--- src/rtl/uart_tx_buffer.sv ---
// uart_tx_buffer
//
// Small synchronous transmit FIFO that sits directly upstream of the UART TX
// FSM and serializer. The system controller writes bytes into it. The buffer
// presents them one at a time on P_DATA, with a one-cycle Data_Valid strobe.
// A strobe is issued only while the transmitter is idle (busy low). The
// buffer then follows busy through the frame, so that each byte produces
// exactly one strobe.
//
// Parameters:
//   DATA_LENGTH  byte width (default 8)
//   DEPTH        number of FIFO entries; must be a power of two, >= 2
//
// Ports:
//   CLK         in   single clock, rising edge
//   RST         in   asynchronous reset, active low
//   WR_DATA     in   byte to enqueue
//   WR_EN       in   enqueue request; dropped while FULL
//   busy        in   high while a UART TX frame is in progress
//   P_DATA      out  registered byte presented to the transmitter
//   Data_Valid  out  registered one-cycle issue strobe
//   FULL        out  COUNT == DEPTH
//   EMPTY       out  COUNT == 0
//   COUNT       out  number of stored entries (one extra bit so DEPTH fits)
//
// Optional feature, enabled by defining UART_TX_BUF_OVERFLOW_EN:
//   OVF_CLR     in   clears OVERFLOW (a new overflow in the same cycle wins)
//   OVERFLOW    out  sticky flag, set by a write attempted while FULL
// When the macro is undefined, neither port exists and writes made while the
// FIFO is full are silently dropped.
//
// Issue FSM states:
//   state        | meaning
//   S_IDLE       | waiting for a stored byte and busy low; issues on that edge
//   S_ISSUE      | Data_Valid is high this cycle
//   S_WAIT_BUSY  | waiting up to four cycles for the transmitter to raise busy
//   S_WAIT_DONE  | frame in progress; waiting for busy to fall

module uart_tx_buffer #(
    parameter int DATA_LENGTH = 8,
    parameter int DEPTH       = 4
) (
    input  logic                     CLK,
    input  logic                     RST,
    input  logic [DATA_LENGTH-1:0]   WR_DATA,
    input  logic                     WR_EN,
    input  logic                     busy,
`ifdef UART_TX_BUF_OVERFLOW_EN
    input  logic                     OVF_CLR,
    output logic                     OVERFLOW,
`endif
    output logic [DATA_LENGTH-1:0]   P_DATA,
    output logic                     Data_Valid,
    output logic                     FULL,
    output logic                     EMPTY,
    output logic [$clog2(DEPTH):0]   COUNT
);

    localparam int PW = $clog2(DEPTH);
    localparam int CW = PW + 1;

    typedef enum logic [1:0] {
        S_IDLE      = 2'd0,
        S_ISSUE     = 2'd1,
        S_WAIT_BUSY = 2'd2,
        S_WAIT_DONE = 2'd3
    } state_t;

    logic [DATA_LENGTH-1:0] mem [DEPTH];
    logic [PW-1:0]          wr_ptr;
    logic [PW-1:0]          rd_ptr;

    state_t                 state;
    state_t                 state_nxt;
    logic [1:0]             tmo;
    logic [1:0]             tmo_nxt;
    logic                   dv_nxt;
    logic [DATA_LENGTH-1:0] pdata_nxt;

    logic                   push;
    logic                   pop;

    assign FULL  = (COUNT == CW'(DEPTH));
    assign EMPTY = (COUNT == '0);

    // The write decision uses the registered FULL only. A pop in the same
    // cycle therefore never frees a slot for this cycle's write.
    assign push = WR_EN && !FULL;

    // ------------------------------------------------------------------
    // Storage: the memory is intentionally not reset.
    // ------------------------------------------------------------------
    always_ff @(posedge CLK) begin
        if (push) begin
            mem[wr_ptr] <= WR_DATA;
        end
    end

    // Pointers wrap naturally because DEPTH is a power of two.
    always_ff @(posedge CLK or negedge RST) begin
        if (!RST) begin
            wr_ptr <= '0;
            rd_ptr <= '0;
            COUNT  <= '0;
        end else begin
            if (push) begin
                wr_ptr <= wr_ptr + PW'(1);
            end
            if (pop) begin
                rd_ptr <= rd_ptr + PW'(1);
            end
            case ({push, pop})
                2'b10:   COUNT <= COUNT + CW'(1);
                2'b01:   COUNT <= COUNT - CW'(1);
                default: COUNT <= COUNT;
            endcase
        end
    end

    // ------------------------------------------------------------------
    // Issue FSM: state register
    // ------------------------------------------------------------------
    always_ff @(posedge CLK or negedge RST) begin
        if (!RST) begin
            state      <= S_IDLE;
            tmo        <= 2'd0;
            Data_Valid <= 1'b0;
            P_DATA     <= '0;
        end else begin
            state      <= state_nxt;
            tmo        <= tmo_nxt;
            Data_Valid <= dv_nxt;
            P_DATA     <= pdata_nxt;
        end
    end

    // ------------------------------------------------------------------
    // Issue FSM: next state and registered outputs
    // ------------------------------------------------------------------
    always_comb begin
        state_nxt = state;
        tmo_nxt   = tmo;
        dv_nxt    = 1'b0;
        pdata_nxt = P_DATA;
        pop       = 1'b0;

        case (state)
            S_IDLE: begin
                if (!EMPTY && !busy) begin
                    pop       = 1'b1;
                    dv_nxt    = 1'b1;
                    pdata_nxt = mem[rd_ptr];
                    state_nxt = S_ISSUE;
                end
            end

            S_ISSUE: begin
                tmo_nxt   = 2'd0;
                state_nxt = S_WAIT_BUSY;
            end

            // If the transmitter never acknowledges, give up after four
            // cycles. The byte has already been popped and counts as consumed.
            S_WAIT_BUSY: begin
                if (busy) begin
                    state_nxt = S_WAIT_DONE;
                end else if (tmo == 2'd3) begin
                    state_nxt = S_IDLE;
                end else begin
                    tmo_nxt = tmo + 2'd1;
                end
            end

            S_WAIT_DONE: begin
                if (!busy) begin
                    state_nxt = S_IDLE;
                end
            end

            default: begin
                state_nxt = S_IDLE;
            end
        endcase
    end

`ifdef UART_TX_BUF_OVERFLOW_EN
    // Set has priority over clear, so an overflow in the same cycle as a
    // clear is never lost.
    always_ff @(posedge CLK or negedge RST) begin
        if (!RST) begin
            OVERFLOW <= 1'b0;
        end else if (WR_EN && FULL) begin
            OVERFLOW <= 1'b1;
        end else if (OVF_CLR) begin
            OVERFLOW <= 1'b0;
        end
    end
`endif

endmodule
--- config.mk ---
export PLATFORM = sky130hd
export DESIGN_NAME = uart_tx_buffer
export DESIGN_NICKNAME = d
export VERILOG_FILES = /design/src/rtl/uart_tx_buffer.sv
export SDC_FILE = /design/constraint.sdc
export NUM_CORES = 1
export LEC_CHECK = 0
export CORE_MARGIN = 1
export CORE_UTILIZATION = 45
export CTS_CLUSTER_SIZE = 24
export DETAILED_ROUTE_END_ITERATION = 10
export GPL_ROUTABILITY_DRIVEN = 1
export GPL_TIMING_DRIVEN = 1
export PLACE_DENSITY = 0.74
export SYNTH_ARGS = -nofsm -noshare
export SYNTH_HDL_FRONTEND = slang
export SYNTH_SLANG_ARGS = --single-unit
--- constraint.sdc ---
create_clock -name CLK -period 2.3 [get_ports CLK]
set_input_delay 0.23 -clock CLK [delete_from_list [all_inputs] [get_ports CLK]]
set_output_delay 0.23 -clock CLK [all_outputs]
set_load 0.005 [all_outputs]
==> metrics.md, run 1 <==
| Metric | Value |
|---|---|
| Crit path depth | 8 |
| Area growth, synth to finish | 20.0% |
| Critical Path Fanout Max | 8 |
| Vias in the first global route | 1173 |
| Final setup viols | 0 |
| Hold Buf Count CTS | 0 |
| Die height | 70.8 microns |
| Number of synthesized flops with an enable pin | 32 |
| Root buf cell | clkbuf_8 |
| PortBufs | 25 |
| Resize count post-CTS | 0 |
| CTS tree | yes |
| Final worst slack | 0.126 ns |
| H-tree level count | 2 |
| Placed cells | 199 |
| Share of layout cells above drive strength 1 | 20.6% |
| Overflow after GRT | 0 |
| Syn_nets | 138 |
| Cells after Synth | 119 |
| Worst-path cell chain | or4_4 -> inv_1 -> ha_1 -> inv_1 -> fa_1 -> xor2_1 -> nor2_1 -> xor2_1 |
| Initial Util | 47.9% |
| Fin. Hold Viols | 0 |
| Iteration-0 DRC Markers | 74 |
| Minimum clock period | 2.17 ns |
| Via count | 1091 |
| Status | completed |
| Global-route wire length before repair | 5.90 mm |
| Crit path launch type | flip-flop |
| Vias per cell | 5.27 |
| Maxcap violations | 0 |
| Power Total | 3070 uW |
| Initial antenna violation count | 0 |
| Setup WS pre-CTS | -0.0683 ns |
| HPWL Detailed | 2.50 mm |
| CP max stage delay | 0.53 ns |
| YS warnings | 0 |
| Worst slew pin tran | 0.449 ns |
| DRT antenna net count | 0 |
| Final Wtd Congestion | 0.714 |
| Worst IR Drop VDD | 0.000645 V |
| DIE AREA | 5010 sq um |
| Clk sink count | 52 |
| Num rows | 24 |
| Worst Setup End Kind | flip-flop |
| Routed wire per std cell | 17.3 microns |
| Post-layout net count | 173 |
| Worst skew pair latency | 0.30 ns |
| Main synth FF type | edfxtp_1 |
| Slew HR | 70.1% |
| FF+latch count, synth | 52 |
| Worst path bufs/invs | 2 |
| WL final | 3.59 mm |
| Total GRT Usage | 16.5% |
| Largest net degree at the start of global routing | 21 |
| Worst Reg2Reg Path Length in Cells | 8 |
| PD cells | 1200 nW/um^2 |
| Syn Area/Cell | 17.9 sq um |
| Seq/Total Area, Yosys | 68.6% |
| Post-synthesis async set-or-reset flop share | 38.5% |
| Pins Over Slew Limit | 0 |
| Post-synth cell types | 27 |
| Setup CP Type | flip-flop to flip-flop |
| Mapped Area | 2130 sq um |
| Data required time of the worst path | 2.53 ns |
| Tightest Hold Check Type | primary input to async pin |
| Max Freq | 0.460 GHz |
| Fin crit share | 94.5% |
| CTS buffer count | 5 |
| Filler cell count | 341 |
| Die width | 70.8 microns |
| Clock transition at the registers of the reported paths | 0.09 ns |
| Pleak | 0.000998 uW |
| Final Skew | 0.00668 ns |
| Core Area | 4440 sq um |
| Setup repair bufs after CTS | 0 |
| Critical-path top delay cell | or4_4 |
| Final std cells w/o fill | 207 |
| Unrepaired setup endpoints after global routing | false |
| Drt pass-1 iters | 6 |
| Deepest clock path buffer count | 2 |
| # diodes | 0 |
| Ports | 26 |
| # DRC | 0 |
| CP Data Arrival Time | 2.40 ns |
| CP delay by family, top | simple AND/OR/NAND/NOR gates |
==> registers in the layout, summed over array words and instances, names as in the netlist <==
signal and cells:
mem 32, rd_ptr 2, state 2, tmo 2
P_DATA 8, COUNT 3, wr_ptr 2, Data_Valid 1
==> cells by family after synthesis <==
logic type / after synthesis / synth area share, %
adders and majority gates: 7 / 4.46
and+or+nand+nor: 19 / 5.64
muxes: 18 / 14.9
buffers and inverters: 11 / 2.35
xor gates and xnor gates: 6 / 2.47
AOI/OAI and AO/OA: 6 / 1.59
DFF: 52 / 68.6
==> cell usage in the layout (no fill, tap or decap), types with 2 or more instances in the layout <==
master           count
xnor2_1              4
buf_4                6
o21ai_0              2
mux2_2               2
edfxtp_1            32
clkdlybuf4s50_1     25
mux4_2               8
a21oi_1              3
and2_1               4
mux2_4               7
dfrtp_1             19
ha_1                 6
nor2_1               4
xor2_1               2
inv_1                8
nand2_1              4
clkbuf_8             5
==> routing by layer <==
metal / global-route usage (%) / part of all wire (%) / vias up
li1: - / - / 505
met1: 19.9 / 42 / 563
met2: 27.8 / 52 / 18
met3: 5.27 / 3.6 / 5
met4: 6.67 / 1.8 / 0
met5: 0 / 0 / -
==> final timing paths <==
check,from,end,slack [ns]
max reg2reg,state[1],COUNT[2],0.13
min reg2reg,P_DATA[2],P_DATA[2],0.51
max in group asynchronous,RST,state[1],1.80
min,RST,P_DATA[0],0.26
max,state[1],COUNT[2],0.13
min in group CLK,P_DATA[2],P_DATA[2],0.51
==> worst register-to-register path, delay by kind of cell (launching register included) <==
family        cells  cell delay (ns)
simple gates      2             0.64
fa+ha+maj         2             0.55
flops             1             0.46
xor+xnor          2             0.31
buf+inv           2             0.14
==> power by group <==
group | internal, uW | switching, uW
logic | 663 | 403
clock network | 211 | 281
registers | 1290 | 218
total | 2170 | 902
==> final cells by class <==
type                    instances  area [sq um]  area share, %
multi-input cells              56           619           24.2
flip-flops and latches         52          1460           57.2
inverters                       8          30.0           1.17
clock buffers                   6          72.6           2.84
repair buffers                 31           295           11.6
well taps                      52          65.1           2.55
clock inverters                 2          11.3          0.441
==> cells in the mapped netlist (all sizes together) (2+ instances only) <==
master,number,area share [%]
inv,8,1.4
dfrtp,20,23
mux4,8,8.5
nor2,4,0.70
o21ai,2,0.47
xnor2,4,1.6
and2,4,1.2
nand2,4,0.70
buf,2,0.76
ha,6,3.5
a21oi,3,0.70
xor2,2,0.82
edfxtp,32,45
mux2,9,6.0
==> metrics by stage <==
stage          util (%)  area (sq um)  TNS [ns]  hold WS (ns)
2_1_floorplan         -          2130         0       -0.0656
3_3_place_gp       55.6          2470   -0.0174         0.487
3_5_place_dp       55.6          2470   -0.0683         0.495
4_1_cts            57.5          2550         0         0.261
5_1_grt            57.5          2560         0         0.270
6_report           57.5          2560         0         0.263
Note: power is estimated with default switching activity, not from simulation.
==> inputs of run 2 (changes only) <==
SKIP_LAST_GASP = 1   (was default)
==> results of run 2 <==
Final layout, timing and power as in run 1 (identical DEF).
